[config.mk]
export PLATFORM = sky130hd
export DESIGN_NAME = mem_access_unit
export DESIGN_NICKNAME = d
export VERILOG_FILES = /design/src/rtl/mips_pkg.sv /design/src/rtl/lsu_align.sv /design/src/rtl/mem_access_unit.sv
export SDC_FILE = /design/constraint.sdc
export NUM_CORES = 1
export LEC_CHECK = 0
export CORE_ASPECT_RATIO = 0.6
export CORE_MARGIN = 3
export CORE_UTILIZATION = 35
export DETAILED_ROUTE_END_ITERATION = 8
export PLACE_DENSITY = 0.71
export SLEW_MARGIN = 20
export SYNTH_ARGS = -nofsm -noshare
export SYNTH_HDL_FRONTEND = slang
export SYNTH_SLANG_ARGS = --single-unit
export TNS_END_PERCENT = 1
[constraint.sdc]
create_clock -name clk -period 3.51 [get_ports clk]
set_input_delay 0.8775 -clock clk [delete_from_list [all_inputs] [get_ports clk]]
set_output_delay 0.8775 -clock clk [all_outputs]
set_load 0.02 [all_outputs]
[src/rtl/mips_pkg.sv]
// Shared MIPS encodings used by the control decoder and the memory-stage load/store unit.
package mips_pkg;

    localparam logic [2:0] LOAD_LB  = 3'd0;
    localparam logic [2:0] LOAD_LBU = 3'd1;
    localparam logic [2:0] LOAD_LH  = 3'd2;
    localparam logic [2:0] LOAD_LHU = 3'd3;
    localparam logic [2:0] LOAD_LW  = 3'd4;

    localparam logic [1:0] STORE_SB = 2'd0;
    localparam logic [1:0] STORE_SH = 2'd1;
    localparam logic [1:0] STORE_SW = 2'd2;

    typedef enum logic [1:0] {
        SizeByte,
        SizeHalf,
        SizeWord
    } acc_size_e;

    // Undefined load/store codes fall through to word size.
    function automatic acc_size_e load_size(input logic [2:0] lt);
        case (lt)
            LOAD_LB, LOAD_LBU: load_size = SizeByte;
            LOAD_LH, LOAD_LHU: load_size = SizeHalf;
            default:           load_size = SizeWord;
        endcase
    endfunction

    function automatic acc_size_e store_size(input logic [1:0] st);
        case (st)
            STORE_SB: store_size = SizeByte;
            STORE_SH: store_size = SizeHalf;
            default:  store_size = SizeWord;
        endcase
    endfunction

endpackage

[src/rtl/lsu_align.sv]
// Combinational lane logic: alignment check, store byte-enable/data formatting,
// and load byte/half extraction with sign or zero extension.
module lsu_align
    import mips_pkg::*;
(
    input  logic        is_store_i,
    input  logic [2:0]  load_type_i,
    input  logic [1:0]  store_type_i,
    input  logic [1:0]  offset_i,
    input  logic [31:0] wdata_i,
    output logic        aligned_o,
    output logic [3:0]  be_o,
    output logic [31:0] wdata_o,
    input  logic [2:0]  rd_type_i,
    input  logic [1:0]  rd_offset_i,
    input  logic [31:0] rdata_i,
    output logic [31:0] load_data_o
);

    acc_size_e  size;
    logic [7:0]  byte_sel;
    logic [15:0] half_sel;

    always_comb begin
        size = is_store_i ? store_size(store_type_i) : load_size(load_type_i);
        case (size)
            SizeByte: aligned_o = 1'b1;
            SizeHalf: aligned_o = ~offset_i[0];
            default:  aligned_o = (offset_i == 2'b00);
        endcase
    end

    always_comb begin
        be_o    = 4'b1111;
        wdata_o = wdata_i;
        if (is_store_i) begin
            case (store_size(store_type_i))
                SizeByte: begin
                    be_o    = 4'b0001 << offset_i;
                    wdata_o = {4{wdata_i[7:0]}};
                end
                SizeHalf: begin
                    be_o    = offset_i[1] ? 4'b1100 : 4'b0011;
                    wdata_o = {2{wdata_i[15:0]}};
                end
                default: begin
                    be_o    = 4'b1111;
                    wdata_o = wdata_i;
                end
            endcase
        end
    end

    always_comb begin
        byte_sel = rdata_i[{rd_offset_i, 3'b000} +: 8];
        half_sel = rd_offset_i[1] ? rdata_i[31:16] : rdata_i[15:0];
        case (rd_type_i)
            LOAD_LB:  load_data_o = {{24{byte_sel[7]}}, byte_sel};
            LOAD_LBU: load_data_o = {24'h0, byte_sel};
            LOAD_LH:  load_data_o = {{16{half_sel[15]}}, half_sel};
            LOAD_LHU: load_data_o = {16'h0, half_sel};
            default:  load_data_o = rdata_i;
        endcase
    end

endmodule

[src/rtl/mem_access_unit.sv]
// Memory-stage load/store unit: turns one pipeline access into a byte-masked word access
// on a req/ack data port, stalling upstream until the access completes.
module mem_access_unit
    import mips_pkg::*;
#(
    parameter int unsigned ADDR_W = 32
) (
    input  logic              clk,
    input  logic              rst,
    input  logic              req_valid,
    input  logic              mem_read,
    input  logic              mem_write,
    input  logic [2:0]        load_type,
    input  logic [1:0]        store_type,
    input  logic [ADDR_W-1:0] addr,
    input  logic [31:0]       wdata,
    output logic              stall,
    output logic              done,
    output logic [31:0]       load_data,
    output logic              misalign,
    output logic              mem_req,
    output logic              mem_we,
    output logic [3:0]        mem_be,
    output logic [ADDR_W-1:0] mem_addr,
    output logic [31:0]       mem_wdata,
    input  logic [31:0]       mem_rdata,
    input  logic              mem_ack
);

    typedef enum logic [1:0] {
        StIdle,
        StWait,
        StResp
    } state_e;

    state_e state_q, state_d;

    logic              accept;
    logic              aligned;
    logic              go;
    logic [3:0]        fmt_be;
    logic [31:0]       fmt_wdata;
    logic [31:0]       ext_data;

    logic [ADDR_W-1:0] addr_q;
    logic [3:0]        be_q;
    logic [31:0]       wdata_q;
    logic              we_q;
    logic [2:0]        ltype_q;
    logic [1:0]        off_q;
    logic [31:0]       load_data_q;

    // A request with both read and write set is handled as a store.
    assign accept = (state_q == StIdle) & req_valid & (mem_read | mem_write);
    assign go     = accept & aligned;

    lsu_align u_align (
        .is_store_i   (mem_write),
        .load_type_i  (load_type),
        .store_type_i (store_type),
        .offset_i     (addr[1:0]),
        .wdata_i      (wdata),
        .aligned_o    (aligned),
        .be_o         (fmt_be),
        .wdata_o      (fmt_wdata),
        .rd_type_i    (ltype_q),
        .rd_offset_i  (off_q),
        .rdata_i      (mem_rdata),
        .load_data_o  (ext_data)
    );

    always_ff @(posedge clk or posedge rst) begin
        if (rst) begin
            state_q <= StIdle;
        end else begin
            state_q <= state_d;
        end
    end

    always_comb begin
        state_d = state_q;
        case (state_q)
            StIdle:  if (go) state_d = StWait;
            StWait:  if (mem_ack) state_d = StResp;
            StResp:  state_d = StIdle;
            default: state_d = StIdle;
        endcase
    end

    always_comb begin
        stall    = (state_q == StWait) | go;
        done     = (state_q == StResp);
        mem_req  = (state_q == StWait);
        misalign = accept & ~aligned;
    end

    always_ff @(posedge clk or posedge rst) begin
        if (rst) begin
            addr_q      <= '0;
            be_q        <= 4'h0;
            wdata_q     <= 32'h0;
            we_q        <= 1'b0;
            ltype_q     <= 3'h0;
            off_q       <= 2'h0;
            load_data_q <= 32'h0;
        end else begin
            if (go) begin
                addr_q  <= {addr[ADDR_W-1:2], 2'b00};
                be_q    <= fmt_be;
                wdata_q <= fmt_wdata;
                we_q    <= mem_write;
                ltype_q <= load_type;
                off_q   <= addr[1:0];
            end
            if ((state_q == StWait) && mem_ack && !we_q) begin
                load_data_q <= ext_data;
            end
        end
    end

    assign mem_addr  = addr_q;
    assign mem_be    = be_q;
    assign mem_wdata = wdata_q;
    assign mem_we    = we_q;
    assign load_data = load_data_q;

endmodule
==> results of run 1 <==
kinds of logic after synthesis:
family,Yosys count
and+or+nand+nor,106
other,1
muxes,100
AOI/OAI and AO/OA,59
DFF,106
buffers and inverters,54
through the flow:
stage | utilization | cells | worst slack (ns)
after floorplan | - | 427 | 0.576
after global placement | 0.546 | 806 | -0.182
after detailed placement | 0.546 | 806 | -0.170
after CTS | 0.567 | 822 | 0.114
after global routing | 0.567 | 822 | 0.00907
final | 0.567 | 822 | 0.116
flip-flops by register name, indices dropped and copies added (netlist names):
signal,flops
mem_be,4
mem_addr,30
ltype_q,3
mem_we,1
load_data,32
mem_wdata,32
state_q,2
off_q,2
where the power goes:
part / internal [mW] / switching [mW] / total (mW) / leakage [nW]
logic: 1.29 / 1.23 / 2.52 / 1.80
registers: 1.69 / 0.362 / 2.05 / 1.25
clock network: 0.496 / 0.480 / 0.976 / 0.144
total: 3.48 / 2.07 / 5.54 / 3.20
final cells by class:
cell class | count | area share
flip-flops and latches | 106 | 0.352
repair buffers | 223 | 0.294
multi-input cells | 267 | 0.273
well taps | 187 | 0.0310
clock buffers | 9 | 0.0299
inverters | 23 | 0.0119
clock inverters | 7 | 0.00780
cell usage in the layout, fill, tap and decap left out, types with 2 or more instances in the layout:
| cell type | n |
|---|---|
| nand3_1 | 22 |
| clkbuf_16 | 9 |
| clkdlybuf4s50_1 | 207 |
| a222oi_1 | 6 |
| o21ai_0 | 34 |
| buf_4 | 12 |
| and2_1 | 2 |
| nor2b_1 | 4 |
| nor2_1 | 11 |
| mux2i_1 | 27 |
| a21oi_1 | 9 |
| nand3b_1 | 10 |
| buf_12 | 2 |
| mux2_2 | 72 |
| o21bai_1 | 2 |
| nand3_2 | 10 |
| inv_6 | 2 |
| dlygate4sd2_1 | 2 |
| conb_1 | 2 |
| nand2_1 | 39 |
| inv_8 | 2 |
| clkinv_2 | 2 |
| inv_1 | 22 |
| dfrtp_1 | 106 |
worst min path at each step:
stage | startpoint | to | cells after the start | slack (ns)
6_report | load_data[16] | load_data[16] | 2 | 0.49
5_1_grt | load_data[16] | load_data[16] | 2 | 0.51
4_1_cts | load_data[16] | load_data[16] | 2 | 0.50
3_5_place_dp | load_data[16] | load_data[16] | 2 | 0.48
3_3_place_gp | load_data[16] | load_data[16] | 2 | 0.47
2_1_floorplan | ltype_q[0] | ltype_q[0] | 1 | 0.50
worst max-delay path: stages:
cell	delay, ns
clkdlybuf4s50_1	0.41
nor2b_2	0.17
buf_4	0.13
nor2_1	0.23
nor3_4	0.08
or2_2	0.30
dlygate4sd2_1	0.32
per-layer routing:
metal | wire length [um] | vias up
li1 | - | 1901
met1 | 7020 | 2023
met2 | 6810 | 173
met3 | 1170 | 20
met4 | 220 | 0
met5 | 0 | -
==> flow_metrics.py, run 1 <==
metrics = {
    "floorplan": {
        "boundaryPins": 212,
        "fp.coreArea_mm2": 0.0133,
        "die_h_um": 97.9,
        "initial_core_util": 0.371,
        "fp.dieArea_mm2": 0.0156,
        "dieWidth_um": 159,
        "rows": 32,
    },
    "synthesis": {
        "synth_top_family_by_area": "multiplexers",
        "synth_top_area_frac": 0.538,
        "synth.most_common_cell": "dfrtp_1",
        "synth_top_cell_by_area": "dfrtp_1",
        "synth_seq_cells": 106,
        "synthAdderAreaFrac": 0,
        "netlist_top_cells_count": "106 x dfrtp_1, 72 x mux2_2, 39 x nand2_1",
        "syn_avg_cell_area_um2": 11.6,
        "muxShareOfSynthArea": 0.224,
        "synth-edff-count": 0,
        "synthTopCellsByArea": "dfrtp_1 54%, mux2_2 16%, mux2i_1 5.5%",
        "synth_compound_area_frac": 0.0716,
        "async_reset_ff_frac": 1.00,
        "synth-seq-area-share": 0.538,
        "synth-simple-area-share": 0.115,
        "syn_area_mm2": 0.00493,
        "yosysWarnings": 0,
        "synth_xor_area_frac": 0,
        "synth_flop_cell": "dfrtp_1",
        "netlist_instances": 426,
        "yosysUniqueCellTypes": 37,
    },
    "place": {
        "hpwl_um": 11700,
        "place_area_mm2": 0.00725,
        "port_buffers": 209,
        "gp_congestion": 0.879,
    },
    "cells_and_area": {
        "multi_input_area_mm2": 0.00206,
        "fill_cells": 1139,
        "seqCellArea_mm2": 0.00265,
        "final_area_mm2": 0.00754,
        "area_delta_synth_final_pct": 53.0,
        "fin_nets": 737,
        "antenna_cells": 0,
        "drive_gt1_frac": 0.186,
    },
    "timing": {
        "max_slew_margin": 0.333,
        "post-route-min-period_ns": 3.39,
        "holdWs_ns": 0.488,
        "max_freq_mhz": 295,
        "hold_viol_final": 0,
        "tightest_slew_ns": 1.00,
        "setup_tns_ns": 0,
        "fin_skew_ns": 0.0115,
        "report.final.slew_viol_count": 0,
        "setup_violations": 0,
        "rsz0062_at_grt": "false",
        "fin_crit_sh": 0.967,
    },
    "global_routing": {
        "grt_max_degree": 74,
        "use_met1": 0.271,
        "use_met3": 0.0610,
        "grt_pass1_vias": 4264,
        "top_usage_layer": "met2",
        "grt_pass1_wl_um": 23700,
        "grt_use_met2": 0.288,
        "grt_use_total": 0.192,
        "grt-ovfl-total": 0,
        "antenna_found_initial": 0,
    },
    "pwr": {
        "peakVddDrop_v": 0.000317,
        "leakagePower_nw": 3.20,
        "power_density_mw_per_mm2": 735,
        "finalPower_mw": 5.54,
    },
    "clock_network": {
        "cts_setup_buffers": 0,
        "numCtsBuffers": 9,
        "path_clk_slew_ns": 0.08,
        "cts_root_buf": "clkbuf_16",
        "cts_sinks": 106,
        "clock_latency_ns": 0.34,
        "cts_resized": 3,
        "cts_hold_buf": 0,
        "h-tree-depth": 3,
        "cts_buffer_depth": 2,
        "cts_tree": "done",
    },
    "route": {
        "vias": 4117,
        "drc": 0,
        "first_iter_violations": 344,
        "postRouteAntennaNets": 0,
        "routedWlPerCell_um": 18.5,
        "wirelength_um": 15200,
        "detail_route.vias_per_cell": 5.01,
        "firstDrtPassIters": 7,
    },
    "worst_setup_path": {
        "reg2reg_slack_ns": 1.03,
        "cp.arrival_ns": 2.52,
        "critical_path.endpoint": "stall",
        "worstSetupStartpointType": "input port",
        "worstSetupStartpoint": "mem_write",
        "required_ns": 2.63,
        "r2r-start": "state_q[1]",
        "end_kind": "output pin",
        "reg2reg_to": "mem_addr[22]",
        "worstRegToRegCells": 5,
        "crit_type": "input port to output pin",
        "crit_fanout": 3,
    },
    "flow_run": {
        "maxCapViolations": 0,
    },
    "worst_hold_path": {
        "min_path_type": "flip-flop to flip-flop",
    },
    "run_status": {
        "outcome": "finished clean",
    },
}
Power figures use the tool's default switching activity.
==> inputs of run 2 (changes only) <==
--- a/config.mk
+++ b/config.mk
@@ -7,9 +7,9 @@
 export LEC_CHECK = 0
 export CORE_ASPECT_RATIO = 0.6
 export CORE_MARGIN = 3
-export CORE_UTILIZATION = 35
+export CORE_UTILIZATION = 39
 export DETAILED_ROUTE_END_ITERATION = 8
-export PLACE_DENSITY = 0.71
+export PLACE_DENSITY = 0.78
 export SLEW_MARGIN = 20
 export SYNTH_ARGS = -nofsm -noshare
 export SYNTH_HDL_FRONTEND = slang
==> run 2 against run 1 <==
Effect of this change: worst setup slack got worse by 0.056 ns; critical path depth unchanged; sequential share of layout area increased by 0.058 points; combinational power about the same; clock skew decreased by 0.0012 ns; power increased by 0.91%; wire length down 3.1%; via count decreased by 0.32%; register-to-register slack better by 0.08 ns; die area down 9.8%.
==> flow_metrics.py, run 2 (synthesized netlist as in run 1, its figures left out) <==
metrics = {
    "timing": {
        "post-route-min-period_ns": 3.45,
        "setup_ws_ns": 0.0602,
        "rsz0062_at_grt": "false",
        "fin_skew_ns": 0.0102,
        "setup_tns_ns": 0,
        "setup_violations": 0,
        "max_freq_mhz": 290,
        "hold_viol_final": 0,
        "tightest_slew_ns": 1.02,
        "fin_crit_sh": 0.983,
        "max_slew_margin": 0.322,
        "report.final.slew_viol_count": 0,
    },
    "clock_network": {
        "cts_tree": "done",
        "clock_latency_ns": 0.34,
        "path_clk_slew_ns": 0.07,
        "cts_hold_buf": 0,
        "numCtsBuffers": 9,
        "cts_buffer_depth": 2,
        "cts_sinks": 106,
        "cts_root_buf": "clkbuf_16",
        "h-tree-depth": 3,
    },
    "worst_setup_path": {
        "crit_fanout": 3,
        "reg2reg_to": "mem_addr[17]",
        "worstSetupStartpoint": "mem_write",
        "worstSetupStartpointType": "input port",
        "crit_type": "input port to output pin",
        "critical_path.endpoint": "stall",
        "end_kind": "output pin",
        "cp.arrival_ns": 2.57,
        "worstRegToRegCells": 6,
        "reg2reg_slack_ns": 1.11,
        "required_ns": 2.63,
        "r2r-start": "state_q[1]",
    },
    "route": {
        "met3_wirelength_um": 1100,
        "drc": 0,
        "firstDrtPassIters": 6,
        "routedWlPerCell_um": 18.5,
        "wirelength_um": 14800,
        "vias": 4104,
        "met1_length_um": 6740,
        "detail_route.vias_per_cell": 5.13,
        "postRouteAntennaNets": 0,
        "met2WireLength_um": 6750,
        "top_layer": "met4",
        "first_iter_violations": 313,
    },
    "worst_hold_path": {
        "min_path_type": "flip-flop to flip-flop",
        "hold_path.startpoint": "load_data[16]",
    },
    "pwr": {
        "power_density_mw_per_mm2": 743,
        "peakVddDrop_v": 0.000402,
        "leakagePower_nw": 3.20,
    },
    "flow_run": {
        "maxCapViolations": 0,
    },
    "floorplan": {
        "dieWidth_um": 151,
        "fp.coreArea_mm2": 0.0122,
        "rows": 31,
        "boundaryPins": 212,
        "fp.dieArea_mm2": 0.0141,
        "initial_core_util": 0.403,
        "die_h_um": 93.1,
    },
    "cells_and_area": {
        "antenna_cells": 0,
        "area_delta_synth_final_pct": 52.7,
        "drive_gt1_frac": 0.186,
        "fill_cells": 998,
        "layout.cells.non_filler": 800,
        "final_common_cell": "clkdlybuf4s50_1",
        "final_cell_mix": "207 x clkdlybuf4s50_1, 106 x dfrtp_1, 72 x mux2_2",
        "fin_nets": 737,
    },
    "place": {
        "gp_congestion": 0.925,
        "port_buffers": 209,
        "dp.cells": 783,
        "place_ws_ns": -0.215,
        "hpwl_um": 11200,
    },
    "run_status": {
        "outcome": "finished clean",
    },
    "global_routing": {
        "antenna_found_initial": 0,
        "grt_pass1_vias": 4176,
        "grt-ovfl-total": 0,
        "grt_use_total": 0.209,
        "grt_pass1_wl_um": 23000,
        "grt_max_degree": 107,
    },
}
-- run 2: how the worst min path moves through the flow --
stage                    endpoint  slack (ns)  cells past startpoint
CTS                 load_data[16]        0.49                      2
detailed placement  load_data[16]        0.48                      2
floorplan              ltype_q[0]        0.50                      1
finish              load_data[16]        0.49                      2
global route         mem_addr[25]        0.52                      1
global placement    load_data[16]        0.47                      2
-- run 2: report_power, final --
| group | switching (mW) | internal (mW) | total (mW) |
|---|---|---|---|
| registers | 0.350 | 1.69 | 2.04 |
| logic | 1.22 | 1.29 | 2.51 |
| clock network | 0.481 | 0.567 | 1.05 |
-- run 2: stage by stage --
step	power (mW)	hold WS, ns	util	cell area [um^2]
2_1_floorplan	3.26	0.498	-	4940
3_3_place_gp	4.52	0.466	0.590	7200
3_5_place_dp	4.58	0.476	0.590	7200
4_1_cts	5.64	0.493	0.615	7510
5_1_grt	5.90	0.524	0.616	7530
6_report	5.59	0.487	0.616	7530
-- run 2: final cells by class --
| cell class | count | area (um^2) | area share |
|---|---|---|---|
| well taps | 165 | 206 | 0.0274 |
| repair buffers | 223 | 2210 | 0.293 |
| flip-flops and latches | 106 | 2650 | 0.352 |
| inverters | 23 | 90.1 | 0.0120 |
| clock buffers | 9 | 225 | 0.0299 |
| clock inverters | 7 | 81.3 | 0.0108 |
| multi-input cells | 267 | 2060 | 0.274 |
-- run 2: routing by layer --
layer,GRT usage,vias up
met2,0.314,180
met3,0.0542,13
met4,0.0422,0
li1,-,1900
met1,0.307,2011
met5,0,-
-- run 2: what timing repair did --
action / in CTS / in global routing
setup buffers: 0 / 1
gates resized for setup: 2 / 2
endpoints found under the setup margin: 2 / 1
pin swaps: 0 / 1
-- run 2: critical path, cell delays in order --
cell	delay [ns]
clkdlybuf4s50_1	0.48
nor2b_4	0.17
buf_4	0.13
nor2_1	0.22
nor3_4	0.07
or2_2	0.29
dlygate4sd2_1	0.32
==> inputs of run 3 (changes only) <==
--- a/config.mk
+++ b/config.mk
@@ -9,6 +9,7 @@
 export CORE_MARGIN = 3
 export CORE_UTILIZATION = 39
 export DETAILED_ROUTE_END_ITERATION = 8
+export MAX_ROUTING_LAYER = met4
 export PLACE_DENSITY = 0.78
 export SLEW_MARGIN = 20
 export SYNTH_ARGS = -nofsm -noshare
==> run 3 against run 2 <==
Effect of this change: first-iteration DRC count is 11% lower; register-to-register slack hardly changed; die area stayed put; via count is 0.66% lower; critical path type unchanged; largest power group unchanged.
==> flow_metrics.py, run 3 (synthesized netlist as in run 1, its figures left out) <==
metrics = {
    "run_status": {
        "outcome": "finished clean",
    },
    "worst_hold_path": {
        "hold_path.startpoint": "load_data[0]",
        "min_path_type": "flip-flop to flip-flop",
        "hold_depth": 2,
    },
    "clock_network": {
        "cts_root_buf": "clkbuf_16",
        "numCtsBuffers": 9,
        "cts_buffer_depth": 2,
        "cts_tree": "done",
        "h-tree-depth": 3,
        "cts_sinks": 106,
        "clock_latency_ns": 0.34,
        "cts_setup_buffers": 0,
        "path_clk_slew_ns": 0.07,
    },
    "timing": {
        "fin_crit_sh": 0.962,
        "holdWs_ns": 0.494,
        "fin_skew_ns": 0.0129,
        "max_slew_margin": 0.325,
        "post-route-min-period_ns": 3.38,
        "rsz0062_at_grt": "false",
        "setup_ws_ns": 0.135,
        "hold_viol_final": 0,
        "setup_violations": 0,
        "report.final.slew_viol_count": 0,
        "max_freq_mhz": 296,
        "tightest_slew_ns": 1.01,
    },
    "floorplan": {
        "initial_core_util": 0.403,
        "boundaryPins": 212,
        "die_h_um": 93.1,
        "rows": 31,
        "fp.dieArea_mm2": 0.0141,
        "fp.coreArea_mm2": 0.0122,
        "dieWidth_um": 151,
    },
    "worst_setup_path": {
        "crit_slowest_cell": "clkdlybuf4s50_1",
        "crit_family": "buffers and inverters",
        "required_ns": 2.63,
        "crit_type": "input port to output pin",
        "worstRegToRegCells": 5,
        "critical_path_depth": 6,
        "worstSetupStartpointType": "input port",
        "crit_buf_inv": 3,
        "path_cells": "clkdlybuf4s50_1 > buf_4 > o211ai_1 > nor3_4 > or2_2 > dlygate4sd2_1",
        "cp.arrival_ns": 2.50,
        "r2r-start": "state_q[1]",
        "max_stage_delay_ns": 0.45,
        "worstSetupStartpoint": "mem_write",
        "crit_fanout": 3,
        "end_kind": "output pin",
    },
    "place": {
        "hpwl_um": 11500,
        "place_ws_ns": -0.167,
        "gp_congestion": 0.944,
        "dp.cells": 784,
        "port_buffers": 209,
        "place_area_mm2": 0.00721,
    },
    "route": {
        "first_iter_violations": 278,
        "routedWlPerCell_um": 18.6,
        "firstDrtPassIters": 8,
        "postRouteAntennaNets": 0,
        "detail_route.vias_per_cell": 5.10,
        "vias": 4077,
        "wirelength_um": 14800,
        "drc": 0,
    },
    "flow_run": {
        "maxCapViolations": 0,
    },
    "cells_and_area": {
        "seqCellArea_mm2": 0.00265,
        "final_area_mm2": 0.00755,
        "final_cell_mix": "207 x clkdlybuf4s50_1, 106 x dfrtp_1, 72 x mux2_2",
        "layout.cells.non_filler": 800,
        "antenna_cells": 0,
        "drive_gt1_frac": 0.189,
        "final_common_cell": "clkdlybuf4s50_1",
        "multi_input_area_mm2": 0.00206,
        "area_delta_synth_final_pct": 53.3,
        "fin_nets": 737,
        "fill_cells": 979,
    },
    "global_routing": {
        "grt_max_degree": 74,
        "grt_use_total": 0.216,
        "grt_pass1_wl_um": 23000,
        "grt-ovfl-total": 0,
        "antenna_found_initial": 0,
        "grt_pass1_vias": 4171,
    },
    "pwr": {
        "peakVddDrop_v": 0.000348,
        "swShare": 0.362,
        "p_seq_frac": 0.358,
        "comb_power_share": 0.445,
        "leakagePower_nw": 3.22,
        "power_frac_clock": 0.196,
        "switchingPower_mw": 2.05,
        "p_int_mw": 3.62,
        "power_density_mw_per_mm2": 751,
    },
}
[run 3: path summary, 6_finish.rpt]
path,to,slack [ns]
hold reg to reg,load_data[0],0.49
hold / removal,load_data[0],0.49
setup reg to reg,mem_addr[20],1.11
min in group asynchronous,load_data[3],0.87
setup / recovery,stall,0.13
max in group asynchronous,mem_addr[27],1.96
[run 3: timing repair]
action	in CTS	in global routing
gates resized for setup	1	4
endpoints found under the setup margin	1	2
hold buffers	0	0
pin swaps	0	0
[run 3: per-layer routing]
| layer | GRT usage | up-vias | part of all wire |
|---|---|---|---|
| li1 | - | 1899 | - |
| met1 | 0.310 | 1995 | 0.47 |
| met2 | 0.313 | 166 | 0.45 |
| met3 | 0.0562 | 17 | 0.067 |
| met4 | 0.0430 | 0 | 0.012 |
| met5 | - | - | 0 |
[run 3: worst register-to-register path, stage by stage, from the launching register on]
cell,delay [ns]
dfrtp_1,0.43
nor2_1,0.16
o211ai_1,0.19
nor3_4,0.24
buf_4,0.78
mux2_2,0.49
[run 3: final cells by class]
| class | instances | share of cell area |
|---|---|---|
| Clock buffer | 9 | 0.0298 |
| Clock inverter | 7 | 0.0139 |
| Inverter | 23 | 0.0119 |
| Multi-Input combinational cell | 267 | 0.273 |
| Sequential cell | 106 | 0.351 |
| Tap cell | 165 | 0.0273 |
| Timing Repair Buffer | 223 | 0.293 |
[run 3: power by group through the flow]
stage / clock [mW] / sequential [mW] / combinational [mW]
6_report: 1.11 / 2.03 / 2.53
5_1_grt: 1.19 / 2.10 / 2.68
4_1_cts: 1.14 / 2.04 / 2.54
3_5_place_dp: 0 / 2.05 / 2.53
3_3_place_gp: 0 / 2.03 / 2.49
2_1_floorplan: 0 / 2.51 / 0.757
[run 3: through the flow]
| stage | total power [mW] | setup TNS [ns] | util |
|---|---|---|---|
| after global routing | 5.97 | 0 | 0.618 |
| after CTS | 5.72 | 0 | 0.617 |
| after detailed placement | 4.59 | -0.167 | 0.590 |
| after floorplan | 3.26 | 0 | - |
| after global placement | 4.52 | -0.165 | 0.590 |
| final | 5.67 | 0 | 0.618 |
